**config.mk**
```make
export PLATFORM = sky130hd
export DESIGN_NAME = serializer_mod
export DESIGN_NICKNAME = d
export VERILOG_FILES = /design/src/rtl/serializer_mod.sv
export SDC_FILE = /design/constraint.sdc
export NUM_CORES = 1
export LEC_CHECK = 0
export BUFFER_PORTS_ARGS = -buffer_cell sky130_fd_sc_hd__buf_2
export CORE_MARGIN = 2
export CORE_UTILIZATION = 33
export DETAILED_ROUTE_END_ITERATION = 16
export GPL_TIMING_DRIVEN = 0
export SYNTH_ARGS = -nofsm -noshare
export SYNTH_HDL_FRONTEND = slang
export SYNTH_SLANG_ARGS = --single-unit
export TNS_END_PERCENT = 20
```
**constraint.sdc**
```tcl
create_clock -name clk_i -period 2.6 [get_ports clk_i]
set_clock_uncertainty 0.05 [all_clocks]
set_input_delay 0.26 -clock clk_i [delete_from_list [all_inputs] [get_ports clk_i]]
set_output_delay 0.26 -clock clk_i [all_outputs]
set_load 0.03 [all_outputs]
```
**src/rtl/serializer_mod.sv**
```systemverilog
// Parallel-to-serial converter: sends the upper <len> bits of a word MSB-first,
// one bit per clock, with a per-bit valid; back-to-back words run gap-free.
module serializer_mod #(
    parameter  int DATA_W  = 16,
    parameter  int MIN_MOD = 3,
    localparam int MOD_W   = $clog2(DATA_W)
) (
    input  logic              clk_i,
    input  logic              srst_n_i,
    input  logic [DATA_W-1:0] data_i,
    input  logic [MOD_W-1:0]  data_mod_i,
    input  logic              data_val_i,
    output logic              ser_data_o,
    output logic              ser_data_val_o,
    output logic              busy_o
);

    localparam logic [MOD_W-1:0] MIN_MOD_C = MOD_W'(MIN_MOD);
    localparam logic [MOD_W:0]   FULL_LEN  = (MOD_W+1)'(DATA_W);
    localparam logic [MOD_W:0]   ONE       = (MOD_W+1)'(1);

    typedef enum logic {
        IDLE,
        SHIFT
    } state_t;

    state_t            state_q, state_n;
    logic [DATA_W-1:0] shreg_q, shreg_n;
    logic [MOD_W:0]    cnt_q,   cnt_n;
    logic              bit_q,   bit_n;
    logic              val_q,   val_n;

    logic [MOD_W:0]    len_in;
    logic              mod_legal;
    logic              last_bit;
    logic              take;

    assign len_in    = (data_mod_i == '0) ? FULL_LEN : {1'b0, data_mod_i};
    assign mod_legal = (data_mod_i == '0) || (data_mod_i >= MIN_MOD_C);
    // cnt_q counts bits still to present, including the one on the output now
    assign last_bit  = (state_q == SHIFT) && (cnt_q == ONE);
    assign take      = data_val_i && mod_legal && ((state_q == IDLE) || last_bit);

    always_ff @(posedge clk_i) begin
        if (!srst_n_i) begin
            state_q <= IDLE;
            shreg_q <= '0;
            cnt_q   <= '0;
            bit_q   <= 1'b0;
            val_q   <= 1'b0;
        end else begin
            state_q <= state_n;
            shreg_q <= shreg_n;
            cnt_q   <= cnt_n;
            bit_q   <= bit_n;
            val_q   <= val_n;
        end
    end

    always_comb begin
        state_n = state_q;
        shreg_n = shreg_q;
        cnt_n   = cnt_q;
        bit_n   = 1'b0;
        val_n   = 1'b0;

        if (take) begin
            // first bit goes straight to the output register; the rest wait in shreg
            state_n = SHIFT;
            shreg_n = {data_i[DATA_W-2:0], 1'b0};
            cnt_n   = len_in;
            bit_n   = data_i[DATA_W-1];
            val_n   = 1'b1;
        end else begin
            case (state_q)
                IDLE: begin
                    state_n = IDLE;
                end
                SHIFT: begin
                    if (cnt_q != '0) begin
                        cnt_n = cnt_q - ONE;
                    end
                    if (last_bit || cnt_q == '0) begin
                        state_n = IDLE;
                    end else begin
                        bit_n   = shreg_q[DATA_W-1];
                        val_n   = 1'b1;
                        shreg_n = {shreg_q[DATA_W-2:0], 1'b0};
                    end
                end
                default: begin
                    state_n = IDLE;
                end
            endcase
        end
    end

    assign ser_data_o     = bit_q;
    assign ser_data_val_o = val_q;
    assign busy_o         = val_q;

endmodule
```
# --- After elaboration in Yosys (flattened, before gate mapping) ---
# Index checks and enable logic that the tools add are counted.
totals:
  n_memories: 0
  latch_bits: 0
  mem_bits_ro: 0
  in_bits: 23
  ff_bits: 23
  wordCells: 38
  mem_bits_rw: 0
classes:
  shift: 0
  muxes: 15
  magnitude_cmp: 1
  n_bitwise: 1
  n_reduce_logical: 13
  eq_ne: 2
  n_mul: 0
  div_mod_pow: 0
  addsub: 1
ops:
  columns: ["op", "n"]
  rows:
  - ["16-bit 2-to-1 mux", 3]
  - ["5-bit 2-to-1 mux", 4]
  - ["1-bit 2-to-1 mux", 7]
  - ["5-bit by 1-bit == test with 1-bit output (second input constant)", 1]
  - ["5-bit logical NOT", 1]
  - ["5-bit nonzero test", 1]
  - ["5-bit by 1-bit subtractor with 5-bit output (second input constant)", 1]
  - ["4-bit by 2-bit >= comparator with 1-bit output (second input constant)", 1]
  - ["4-bit logical NOT", 1]
  - ["2-bit AND reduction", 2]
  - ["2-bit nonzero test", 2]
  - ["1-bit logical AND", 3]
  - ["1-bit logical OR", 3]
  - ["2-bit != test (second input constant)", 1]
  - ["1-bit case mux with 2 select lines", 1]
  - ["1-bit inverter", 1]

# --- Depth between registers and ports, before layout ---
logic_depth:
  ltp_word: 6
  ltp_mapped: 7
  mapped_depth_nobuf: 6

# --- Worst setup path before layout ---
# No wires, ideal clock.
synth_path:
  kind: "reg-to-reg"
  startpoint: "reg cnt_q[1]"
  endpoint: "reg cnt_q[2]"
  period_less_slack_ps: 1960
  slack_ps: 640
  setup_ps: 116
  path_buffers: 1
  stages_incl_launch_ff: 7
  arrival_ps: 1794
  cell_sequence: "dfxtp_1 inv_1 ha_1 or4b_4 a221o_1 buf_4 o211a_1"
synth_via:
  elab_chain_len: 6
synth_rtl:
  columns: ["element", "line_no", "source"]
  rows:
  - ["start: declaration", "29", "logic [MOD_W:0] cnt_q, cnt_n;"]
  - ["start signal: assignment", "54", "cnt_q <= cnt_n;"]
  - ["branches (longest 6 deep; another with 5-bit by 1-bit subtractor with 5-bit output)", null, null]
# Parallel ways; which one is timed is not known. The select of a mux whose other input is x is not followed.
# A chain may end at the register's enable or synchronous reset.

# --- Final worst setup path ---
layout_path:
  startpoint: "reg cnt_q[1]"
  endpoint: "reg shreg_q[6]"
layout_via:
  elab_chain_len: 6
layout_rtl:
  columns: ["element", "line_no", "source"]
  rows:
  - ["5-bit by 1-bit == test with 1-bit output", "41", "assign last_bit = (state_q == SHIFT) && (cnt_q == ONE);"]
  - ["1-bit logical AND", "41", null]
  - ["1-bit logical OR", "42", "assign take = data_val_i && mod_legal && ((state_q == IDLE) || last_bit);"]
  - ["1-bit logical AND", "42", null]
  - ["2-bit != test (no line) / 2-bit nonzero test (equally long branches)", null, null]
  - ["2-bit AND reduction (no line)", null, null]
  - ["end signal: assignment", "53", "shreg_q <= shreg_n;"]
  - ["end: declaration", "28", "logic [DATA_W-1:0] shreg_q, shreg_n;"]
# Parallel ways exist; a longest one is shown, timed or not.

==> results.txt <==
Once routing completed, OpenROAD measured the worst setup slack at 0.4061 ns. The arrival time at the worst endpoint came out at 2.34 ns. Final cycle utilization of the critical path: 0.8438. The clock transition at the register clock pins on the worst setup and hold paths after CTS works out to 0.12 ns.

Number of global-route vias before repair: 1012. Relative to the synthesized area, the layout overhead comes to 19.73%. TritonCTS built the clock tree. Synthesis produced a netlist whose cell count is 136. The number of antenna diodes in the final layout is 0. The tools report the post-CTS setup-driven buffer insertion count as 0. For this design, the sink count on the clock tree is 22.

Based on the critical path, the design can be clocked at up to 455.8 MHz. For this run, the detailed router's first-pass iteration total came to 5. Simple-gate share of the synthesized area: 0.1745. In this run the tool buffered the top-level ports with 25 buffer cells. The region available for standard cell placement spans 0.003103 sq mm. Root buffer selected by CTS: clkbuf_4. In this run, post-CTS repair resized a total of 0 instances. The flow ran to the end, and the final reports show no timing, DRC or antenna violations. In this run the vertical extent of the chip is 61.67 microns. The synthesized netlist net count was 162; the per-cell via count in the routed design was 5.297. The wire length of the first global-routing pass was 4512 microns. For the setup-violating endpoint count in the final report, the log shows 0. The main combinational cell family by area after synthesis is compound AO/OA/AOI/OAI gates. The overall fraction of global-route tracks in use came out at 0.1597. Entering global routing, the biggest net connects 13 pins. The total length of routed wires is 2784 microns, and the average cell area after synthesis is 8.068 sq um.

The sequential share of the synthesized area is 0.4014, and the horizontal die dimension is 61.67 microns. The fraction of final layout cells with drive strength greater than 1 came out at 0.2424. The number of failing hold endpoints at the final stage was 0; the deepest level of the CTS H-tree was 1. Kind of launch point of the worst setup path: a flop. The required time at the worst-slack endpoint is 2.75 ns, and the combined area of all synthesized cells is 0.001097 sq mm.

Counting along the longest clock path gives a buffer depth of 2. Summed over all failing endpoints, the final setup total negative slack is 0 ns. The power per standard cell area was 634.4 mW/mm^2; the relative max-transition margin was 0.6096. Of all nets on the critical path, the largest fanout is 10.

The adder-cell share of the synthesized area was 0.03421; the number of warnings printed during yosys synthesis was 0. Across the VDD grid, the largest voltage drop is 0.2555 mV. In the final design database the tool counted 192 nets.

The number of clock buffers added by TritonCTS is 3. After filler insertion, the fill cell instance count of the layout stands at 343. After detailed routing, the average wire length per cell comes to 13.32 microns.

The final count of pins violating max slew is 0. The setup path with the least slack is of type flop to flop. The die covers 0.003803 sq mm.

Synthesized-area fraction occupied by xor and xnor cells: 0.01596. Across the run, the number of max-cap violations was 0. The flip-flop and latch count after synthesis is 22, and the compound-gate portion of the synthesized area is 0.2965. The shortest clock period the worst path allows after layout was 2.194 ns; the setup slack at placement was 0.4186 ns. For the unique cell type count in the Yosys netlist, the log shows 34.

Once detail routing completed, the nets flagged for antenna violations numbered 0. The routability-driven placement congestion ratio was 0.7499; the total leakage power was 0.5267 nW. The transition time at the pin with the least slew margin is 0.5857 ns, and the mux cell area share after synthesis is 0.01938. In this run the core area contains 20 standard-cell rows.

After detailed routing, the number of remaining DRC violations is 0. The overflow left after global routing was 0; the I/O pin count was 26. The routed layout has 1107 vias. The worst hold path belongs to the class primary input to flop. The clock reaches the later pin of the worst-skew pair after 0.30 ns. The initial antenna violation count is 0. The worst setup path is captured at a flop.

The first routing iteration left 41 violations. Count of hold buffers inserted by post-cts repair: 0. The initial cell density of the core was 0.3536. Setup repair after global routing left no endpoint under its margin.

For the half-perimeter wire length after placement, the log shows 2034 microns.
==> layout by cell type (no fill, tap or decap) <==
cell	Yosys	final
a211oi_2	1	1
a21oi_1	8	8
a21oi_2	1	1
a221o_1	2	2
a221oi_2	1	1
a22oi_1	4	4
a31o_2	1	1
a31oi_1	11	11
buf_2	3	28
buf_4	2	2
clkbuf_1	3	3
clkbuf_4	0	3
clkbuf_8	0	1
clkinv_1	1	1
dfxtp_1	22	22
ha_1	3	3
inv_1	5	5
mux2_2	1	1
mux2i_1	1	1
nand2_1	28	28
nand3_1	6	6
nor2_1	6	6
nor3_1	1	1
nor4b_1	1	1
o211a_1	1	1
o211ai_1	1	1
o21a_1	1	1
o21ai_0	10	10
o21ai_1	4	4
o311a_1	1	1
o311ai_0	1	1
o31ai_1	1	1
or3_1	1	1
or4b_4	1	1
xnor2_1	1	1
xor2_1	1	1
==> path summary, 6_finish.rpt <==
kind / from / slack [ns] / to / depth (start not counted)
hold / removal: data_i[0] / 0.13 / shreg_q[1] / 3
setup / recovery: cnt_q[1] / 0.41 / shreg_q[6] / 7
hold reg to reg: shreg_q[5] / 0.43 / shreg_q[6] / 2
setup reg to reg: cnt_q[1] / 0.41 / shreg_q[6] / 7
==> synthesized netlist by cell type, drive strengths merged <==
cell type   n  share of area
nor2        6          0.021
mux2i       1         0.0091
a221o       2          0.018
ha          3          0.034
nor4b       1         0.0080
or3         1         0.0057
clkbuf      3          0.010
a31o        1         0.0080
xnor2       1         0.0080
or4b        1          0.013
clkinv      1         0.0034
xor2        1         0.0080
nor3        1         0.0046
a221oi      1          0.014
o21ai      14          0.064
buf         5          0.027
o211a       1         0.0091
o21a        1         0.0068
o311a       1         0.0091
nand2      28          0.096
a211oi      1          0.011
nand3       6          0.027
a22oi       4          0.027
o211ai      1         0.0068
a21oi       9          0.044
a31oi      11          0.063
inv         5          0.017
mux2        1          0.010
dfxtp      22           0.40
o31ai       1         0.0068
o311ai      1         0.0080
==> critical path: stages (launching register included) <==
cell,delay [ns]
dfxtp_1,0.34
inv_1,0.11
ha_1,0.18
or4b_4,0.48
a221o_1,0.47
buf_2,0.22
o21ai_0,0.18
a31oi_1,0.05
==> report_power, final <==
part / internal, mW / switching (mW)
clock: 0.0854 / 0.101
sequential: 0.378 / 0.0294
combinational: 0.0963 / 0.144
==> cells by family (layout without fill, tap and decap cells) <==
family / count (synthesis) / count (layout)
AOI/OAI and AO/OA: 49 / 49
xor gates and xnor gates: 2 / 2
adders and majority gates: 3 / 3
buffers and inverters: 14 / 43
DFF: 22 / 22
muxes: 2 / 2
and+or+nand+nor: 44 / 44
==> metrics by stage <==
step	utilization	cells	hold WS [ns]	area [sq um]	total power [mW]
final	0.4234	209	0.1323	1314	0.8335
after global routing	0.4234	209	0.1386	1314	0.8835
after floorplan	-	136	0.3424	1097	0.5807
after global placement	0.4117	205	0.4065	1277	0.6458
after CTS	0.4234	209	0.1255	1314	0.8358
after detailed placement	0.4117	205	0.4137	1277	0.6526
==> state kept, by name (all words and copies together), names as in the netlist <==
| register | cells |
|---|---|
| cnt_q | 5 |
| ser_data_o | 1 |
| state_q | 1 |
| shreg_q | 15 |
==> layer usage <==
layer | vias to the layer above | wire length [microns] | GRT usage
met1 | 519 | 1251 | 0.2018
met3 | 4 | 164 | 0.02941
met5 | - | 0 | 0
met4 | 0 | 23 | 0.05775
met2 | 35 | 1345 | 0.2707
li1 | 549 | - | -
==> layout make-up <==
| type | instances | area (sq um) | share of cell area |
|---|---|---|---|
| well taps | 44 | 55.05 | 0.04190 |
| inverters | 6 | 22.52 | 0.01714 |
| plain buffers | 8 | 41.29 | 0.03143 |
| clock buffers | 4 | 36.28 | 0.02762 |
| flip-flops and latches | 22 | 440.4 | 0.3352 |
| repair buffers | 25 | 125.1 | 0.09524 |
| multi-input cells | 100 | 593.1 | 0.4514 |
(Power assumes the default switching activity.)
